--- config.mk ---
export PLATFORM = sky130hd
export DESIGN_NAME = sample_block_counter_flat
export DESIGN_NICKNAME = d
export VERILOG_FILES = /design/src/rtl/sample_cnt_pkg.sv /design/src/rtl/sample_block_counter_if.sv /design/src/rtl/chan_block_counter.sv /design/src/rtl/sample_block_counter.sv /design/src/flat_wrapper.sv
export SDC_FILE = /design/constraint.sdc
export NUM_CORES = 1
export LEC_CHECK = 0
export CORE_MARGIN = 5
export CORE_UTILIZATION = 35
export DETAILED_ROUTE_END_ITERATION = 8
export GPL_TIMING_DRIVEN = 1
export PLACE_DENSITY_LB_ADDON = 0.3
export SYNTH_ARGS = -nofsm -noshare
export SYNTH_HDL_FRONTEND = slang
export SYNTH_SLANG_ARGS = --single-unit
--- constraint.sdc ---
create_clock -name clk -period 5.3 [get_ports clk]
set_input_delay 1.325 -clock clk [delete_from_list [all_inputs] [get_ports clk]]
set_output_delay 1.325 -clock clk [all_outputs]
set_load 0.02 [all_outputs]
--- src/rtl/sample_cnt_pkg.sv ---
// rtl/sample_cnt_pkg.sv - shared types and constants for the sample block counter
package sample_cnt_pkg;

  // Block size of the single-channel predecessor; a sensible power-on value for software.
  localparam int DEFAULT_BLOCK_SIZE = 1000;

  // Per-channel completion status, also consumed by the readout controller.
  typedef struct packed {
    logic done;
    logic pending;
    logic overrun;
  } blk_status_t;

endpackage

--- src/rtl/sample_block_counter_if.sv ---
// rtl/sample_block_counter_if.sv - front-end / readout signal bundle for the block counter
interface sample_block_counter_if #(
  parameter int NUM_CH   = 4,
  parameter int CNT_BITS = 10
);

  logic [CNT_BITS-1:0]        block_size;
  logic [NUM_CH-1:0]          cnt_up;
  logic [NUM_CH-1:0]          clear;
  logic [NUM_CH-1:0]          ack;
  logic [NUM_CH*CNT_BITS-1:0] count;
  logic [NUM_CH-1:0]          block_done;
  logic [NUM_CH-1:0]          pending;
  logic [NUM_CH-1:0]          overrun;
  logic                       any_pending;

  // Driver side: front ends and readout controller.
  modport master (
    output block_size, cnt_up, clear, ack,
    input  count, block_done, pending, overrun, any_pending
  );

  // Counter side.
  modport slave (
    input  block_size, cnt_up, clear, ack,
    output count, block_done, pending, overrun, any_pending
  );

endinterface

--- src/rtl/chan_block_counter.sv ---
// rtl/chan_block_counter.sv - one channel: sample count, block compare, pending/overrun flags
module chan_block_counter
  import sample_cnt_pkg::*;
#(
  parameter int CNT_BITS = 10
) (
  input  logic                clk,
  input  logic                n_reset,
  input  logic [CNT_BITS-1:0] block_size_i,
  input  logic                cnt_up_i,
  input  logic                clear_i,
  input  logic                ack_i,
  output logic [CNT_BITS-1:0] count_o,
  output blk_status_t         status_o
);

  logic [CNT_BITS-1:0] count_q, count_d;
  logic                done_q, done_d;
  logic                pend_q, pend_d;
  logic                ovr_q, ovr_d;
  logic                complete;
  logic [CNT_BITS:0]   count_inc;

  // One bit wider than the count so the >= compare never wraps at max block size.
  assign count_inc = {1'b0, count_q} + {{CNT_BITS{1'b0}}, 1'b1};

  // A completion is a sample that reaches or passes the block size while counting is enabled.
  assign complete = !clear_i && (block_size_i != '0) && cnt_up_i &&
                    (count_inc >= {1'b0, block_size_i});

  // Next-state: clear beats counting; block_size==0 freezes the counter.
  always_comb begin
    count_d = count_q;
    done_d  = 1'b0;
    pend_d  = pend_q;
    ovr_d   = ovr_q;

    if (clear_i) begin
      count_d = '0;
    end else if (block_size_i == '0) begin
      count_d = count_q;
    end else if (complete) begin
      count_d = '0;
      done_d  = 1'b1;
    end else if (cnt_up_i) begin
      count_d = count_inc[CNT_BITS-1:0];
    end

    // A new block wins over a simultaneous ack.
    if (complete) begin
      pend_d = 1'b1;
    end else if (ack_i) begin
      pend_d = 1'b0;
    end

    if (clear_i) begin
      ovr_d = 1'b0;
    end else if (complete && pend_q && !ack_i) begin
      ovr_d = 1'b1;
    end
  end

  // State registers.
  always_ff @(posedge clk or negedge n_reset) begin
    if (!n_reset) begin
      count_q <= '0;
      done_q  <= 1'b0;
      pend_q  <= 1'b0;
      ovr_q   <= 1'b0;
    end else begin
      count_q <= count_d;
      done_q  <= done_d;
      pend_q  <= pend_d;
      ovr_q   <= ovr_d;
    end
  end

  assign count_o          = count_q;
  assign status_o.done    = done_q;
  assign status_o.pending = pend_q;
  assign status_o.overrun = ovr_q;

endmodule

--- src/rtl/sample_block_counter.sv ---
// rtl/sample_block_counter.sv - multi-channel sample block counter top
module sample_block_counter
  import sample_cnt_pkg::*;
#(
  parameter int NUM_CH   = 4,
  parameter int CNT_BITS = 10
) (
  input  logic                   clk,
  input  logic                   n_reset,
  sample_block_counter_if.slave  bus
);

  logic [NUM_CH*CNT_BITS-1:0] count_w;
  logic [NUM_CH-1:0]          done_w;
  logic [NUM_CH-1:0]          pend_w;
  logic [NUM_CH-1:0]          ovr_w;

  for (genvar i = 0; i < NUM_CH; i++) begin : g_ch
    blk_status_t status_w;

    chan_block_counter #(
      .CNT_BITS (CNT_BITS)
    ) u_chan (
      .clk          (clk),
      .n_reset      (n_reset),
      .block_size_i (bus.block_size),
      .cnt_up_i     (bus.cnt_up[i]),
      .clear_i      (bus.clear[i]),
      .ack_i        (bus.ack[i]),
      .count_o      (count_w[i*CNT_BITS +: CNT_BITS]),
      .status_o     (status_w)
    );

    assign done_w[i] = status_w.done;
    assign pend_w[i] = status_w.pending;
    assign ovr_w[i]  = status_w.overrun;
  end

  assign bus.count       = count_w;
  assign bus.block_done  = done_w;
  assign bus.pending     = pend_w;
  assign bus.overrun     = ovr_w;
  assign bus.any_pending = |pend_w;

endmodule
--- src/flat_wrapper.sv ---
// flat-port wrapper written by rule: the top's interface ports become plain ports
module sample_block_counter_flat import sample_cnt_pkg::*;
#(
  parameter int NUM_CH   = 4,
  parameter int CNT_BITS = 10
)
  (clk, n_reset, bus_block_size, bus_cnt_up, bus_clear, bus_ack, bus_count, bus_block_done, bus_pending, bus_overrun, bus_any_pending);
  sample_block_counter_if #(.NUM_CH(NUM_CH), .CNT_BITS(CNT_BITS)) bus_i ();
  input  logic clk;
  input  logic n_reset;
  input wire logic [$bits(bus_i.block_size)-1:0] bus_block_size;
  input wire logic [$bits(bus_i.cnt_up)-1:0] bus_cnt_up;
  input wire logic [$bits(bus_i.clear)-1:0] bus_clear;
  input wire logic [$bits(bus_i.ack)-1:0] bus_ack;
  output wire logic [$bits(bus_i.count)-1:0] bus_count;
  output wire logic [$bits(bus_i.block_done)-1:0] bus_block_done;
  output wire logic [$bits(bus_i.pending)-1:0] bus_pending;
  output wire logic [$bits(bus_i.overrun)-1:0] bus_overrun;
  output wire logic [$bits(bus_i.any_pending)-1:0] bus_any_pending;
  assign bus_i.block_size = bus_block_size;
  assign bus_i.cnt_up = bus_cnt_up;
  assign bus_i.clear = bus_clear;
  assign bus_i.ack = bus_ack;
  assign bus_count = bus_i.count;
  assign bus_block_done = bus_i.block_done;
  assign bus_pending = bus_i.pending;
  assign bus_overrun = bus_i.overrun;
  assign bus_any_pending = bus_i.any_pending;
  sample_block_counter #(.NUM_CH(NUM_CH), .CNT_BITS(CNT_BITS)) u_core (.clk(clk), .n_reset(n_reset), .bus(bus_i));
endmodule
==> results.md <==
- Outcome: completed
- Placed cell areas: ~4500 um2
- Final cycle utilization of the critical path: ~65%
- Warnings, synthesis: 0
- Port-buffer cells: 76
- Post-synth EDFFs: 0
- Power Dens Cells: 168 nW/um2
- Cts bufs inserted: 5
- CP startpoint: bus_block_size[4]
- Total negative slack: 0 ps
- Actual slew at the worst max-slew pin: ~670 ps
- HPWL Detailed: 7640 um
- Slew HR: ~55%
- Pre-antenna DRT Iters: 4
- Max Fclk: around 290 MHz
- Critical path's largest stage delay: approximately 500 ps
- P&R area growth vs syn: 25.2%
- Setup bufs post-CTS: 0
- Worst Setup Start Kind: primary input
- Type of the tightest min-delay check: flop to flop
- GRT Util Overall: about 15%
- Post-synthesis cell type count: 46
- Antenna viol nets, final: 0
- RR Startpoint: u_core.g_ch[1].u_chan.count_o[0]
- Layout Nets: about 550
- Top-level port count: between 70 and 80
- Vias in the first global route: 3096
- Maximum VDD drop: 0.0986 mV
- Worst reg2reg path depth: 10
- Hold buffers post-CTS: 0
- Die outline area: ~13000 um2
- Share of cells above drive strength 1: around 6.3%
- Antenna cell count: 0
- Crit-path cells: clkdlybuf4s50_1, inv_1, ha_1, a211oi_2, o21bai_1, o21bai_2, or4b_4, nor3_4, a22o_2
- Main synth FF type: dfrtp_1
- Clock transition at the registers of the reported paths: roughly 100 ps
- Row count: 37
- Syn Area/Cell: a little over 9 um2
- Top fanout value on the critical path: 6
- Unrepaired setup endpoints after global routing: no
- Detailed-route DRC error count: 0
- DR WL/cell: about 16 um
- Worst setup EP type: flop
- Crit path kind: primary input to flop
- Synth Instances: between 400 and 500
- Fin area: roughly 4600 um2
- Synthesized cell area: about 3700 um2
- First-pass GRT wire length: between 15000 and 20000 um
- Vias post-DR: about 3.2k
- FFs w/ async S/R, synth: between 90% and 100%
- Clock sink count: 52
- CTS tree: yes
- Via density: 5.15
- Grt total ovfl: 0
- Seq/Total Area, Yosys: 35.2%
- Worst path slowest cell: clkdlybuf4s50_1
- Final GP Congestion: 0.913
- Finish-stage setup viols: 0
- Flop and latch count out of synthesis: 52
- Die span in x: between 100 and 150 um
- Max-Cap Viols: 0
- Minimum clock period: ~3500 ps
- Root Buffer: clkbuf_8
- Initial antenna violation count: 0
- Number of H-tree levels: 2
- Largest net degree at the start of global routing: 53
- DR iter-0 viols: roughly 120
- Cts repair resizes: 0
- Slew Limit Fails: 0
- Critical Path RT: between 5000 and 6000 ps
- Initial core utilization: 35.8%
- Final Hold Violating Endpoints: 0
- R2R Setup Slk: approximately 2300 ps
- Arrival @ worst endpoint: 3720 ps
- CTS Buffer Depth: 2
- RR Endpoint: u_core.g_ch[1].u_chan.count_o[9]
- Core box area: 10300 um2
- Synthesized Nets: 474
- Critical Path End: u_core.g_ch[1].u_chan.count_o[9]
- Vert. Die Dim: ~110 um
- Overall routed net length: about 9700 um
- Skew-Pair Late Insertion Delay: slightly above 300 ps
- P_leak: 2.29 nW
- Clk_skew: 5.96 ps
power breakdown:
part           total, mW  switching (mW)  leakage (nW)  internal, mW
Sequential         0.411         0.00922         0.721         0.402
Clock              0.245           0.139        0.0445         0.107
Combinational      0.122          0.0683          1.53        0.0532
Total              0.778           0.216          2.29         0.562
stage by stage:
step                      setup slack (ps)  hold WS [ps]  instances  util, %  power (mW)
after global routing                  1720           557        614     44.9       0.813
after global placement                1570           519        606     44.0       0.537
after floorplan                       2230           488        406        -       0.478
after detailed placement              1510           519        606     44.0       0.541
after CTS                             1830           534        614     44.9       0.788
final                                 1830           531        614     44.9       0.778
cell type report:
cell class | instances | area, um2
multi-input cells | 321 | 2230
well taps | 136 | 170
clock buffers | 7 | 86.3
repair buffers | 77 | 763
clock inverters | 1 | 7.51
inverters | 20 | 75.1
flip-flops and latches | 52 | 1300
fillers | 1010 | 5690
critical path, delay by kind of cell:
family          cells  cell delay (ps)
simple gates        2              790
fa+ha+maj           1              340
compound gates      4              660
buf+inv             2              610
cells in the final DEF (no fill, tap or decap), types with 2 or more instances in the layout:
master           synthesis  layout
nor2b_1                  4       4
or2_2                    3       3
a21o_1                  12      12
nand2_1                 59      59
a21oi_2                  4       4
clkdlybuf4s50_1          0      75
nor2_1                  14      14
o21bai_1                 4       4
nor4_1                   2       2
o21ai_0                 17      17
nor3_1                   3       3
xnor2_1                 15      15
nand3_1                 26      26
nand3b_1                 2       2
a21oi_1                 22      22
nand3_2                  3       3
a211oi_1                 2       2
xor2_1                   8       8
clkbuf_8                 0       6
and3_1                  12      12
a32o_1                   7       7
nand2b_1                25      25
o22ai_1                  3       3
ha_1                    44      44
a22o_2                   6       6
inv_1                   20      20
dfrtp_1                 52      52
nand4_1                  6       6
worst min-delay path by stage:
stage          slack, ps  depth (start not counted)                          from                            to
4_1_cts              530                          2   u_core.g_ch[3].u_chan.ovr_q   u_core.g_ch[3].u_chan.ovr_q
3_3_place_gp         520                          2   u_core.g_ch[3].u_chan.ovr_q   u_core.g_ch[3].u_chan.ovr_q
2_1_floorplan        490                          2  u_core.g_ch[0].u_chan.pend_q  u_core.g_ch[0].u_chan.pend_q
6_report             530                          2   u_core.g_ch[3].u_chan.ovr_q   u_core.g_ch[3].u_chan.ovr_q
3_5_place_dp         520                          2   u_core.g_ch[3].u_chan.ovr_q   u_core.g_ch[3].u_chan.ovr_q
5_1_grt              560                          2   u_core.g_ch[3].u_chan.ovr_q   u_core.g_ch[3].u_chan.ovr_q
flip-flops by register name, indices dropped and copies added, names as in the netlist:
signal	count
u_core.g_ch.u_chan.done_q	4
u_core.g_ch.u_chan.count_o	40
u_core.g_ch.u_chan.ovr_q	4
u_core.g_ch.u_chan.pend_q	4
metal layers:
metal	global-route usage, %	up-vias	share of wire, %
met2	24.5	71	46
met5	0	-	0
met3	2.35	9	4.2
met1	20.7	1498	48
li1	-	1583	-
met4	3.61	0	1.1
synth_stat cells, types with 6 or more instances:
| master | number | area [um2] |
|---|---|---|
| xnor2_1 | 15 | 131 |
| ha_1 | 44 | 551 |
| nand2_1 | 59 | 221 |
| nand3_1 | 26 | 130 |
| and3_1 | 12 | 75.1 |
| o21ai_0 | 17 | 85.1 |
| xor2_1 | 8 | 70.1 |
| nand2b_1 | 25 | 156 |
| inv_1 | 20 | 75.1 |
| a21oi_1 | 22 | 110 |
| a22o_2 | 6 | 60.1 |
| nand4_1 | 6 | 37.5 |
| nor2_1 | 14 | 52.6 |
| a32o_1 | 7 | 70.1 |
| buf_4 | 12 | 90.1 |
| dfrtp_1 | 52 | 1300 |
| a21o_1 | 12 | 90.1 |
cell families (layout without fill, tap and decap cells):
| group | after synthesis | after routing | share of synthesized area, % |
|---|---|---|---|
| DFF | 52 | 52 | 35.2 |
| buffers and inverters | 33 | 105 | 4.57 |
| adders and majority gates | 44 | 44 | 14.9 |
| xor gates and xnor gates | 23 | 23 | 5.45 |
| and+or+nand+nor | 167 | 167 | 23.5 |
| AOI/OAI and AO/OA | 87 | 87 | 16.4 |
Note: power is estimated with default switching activity, not from simulation.
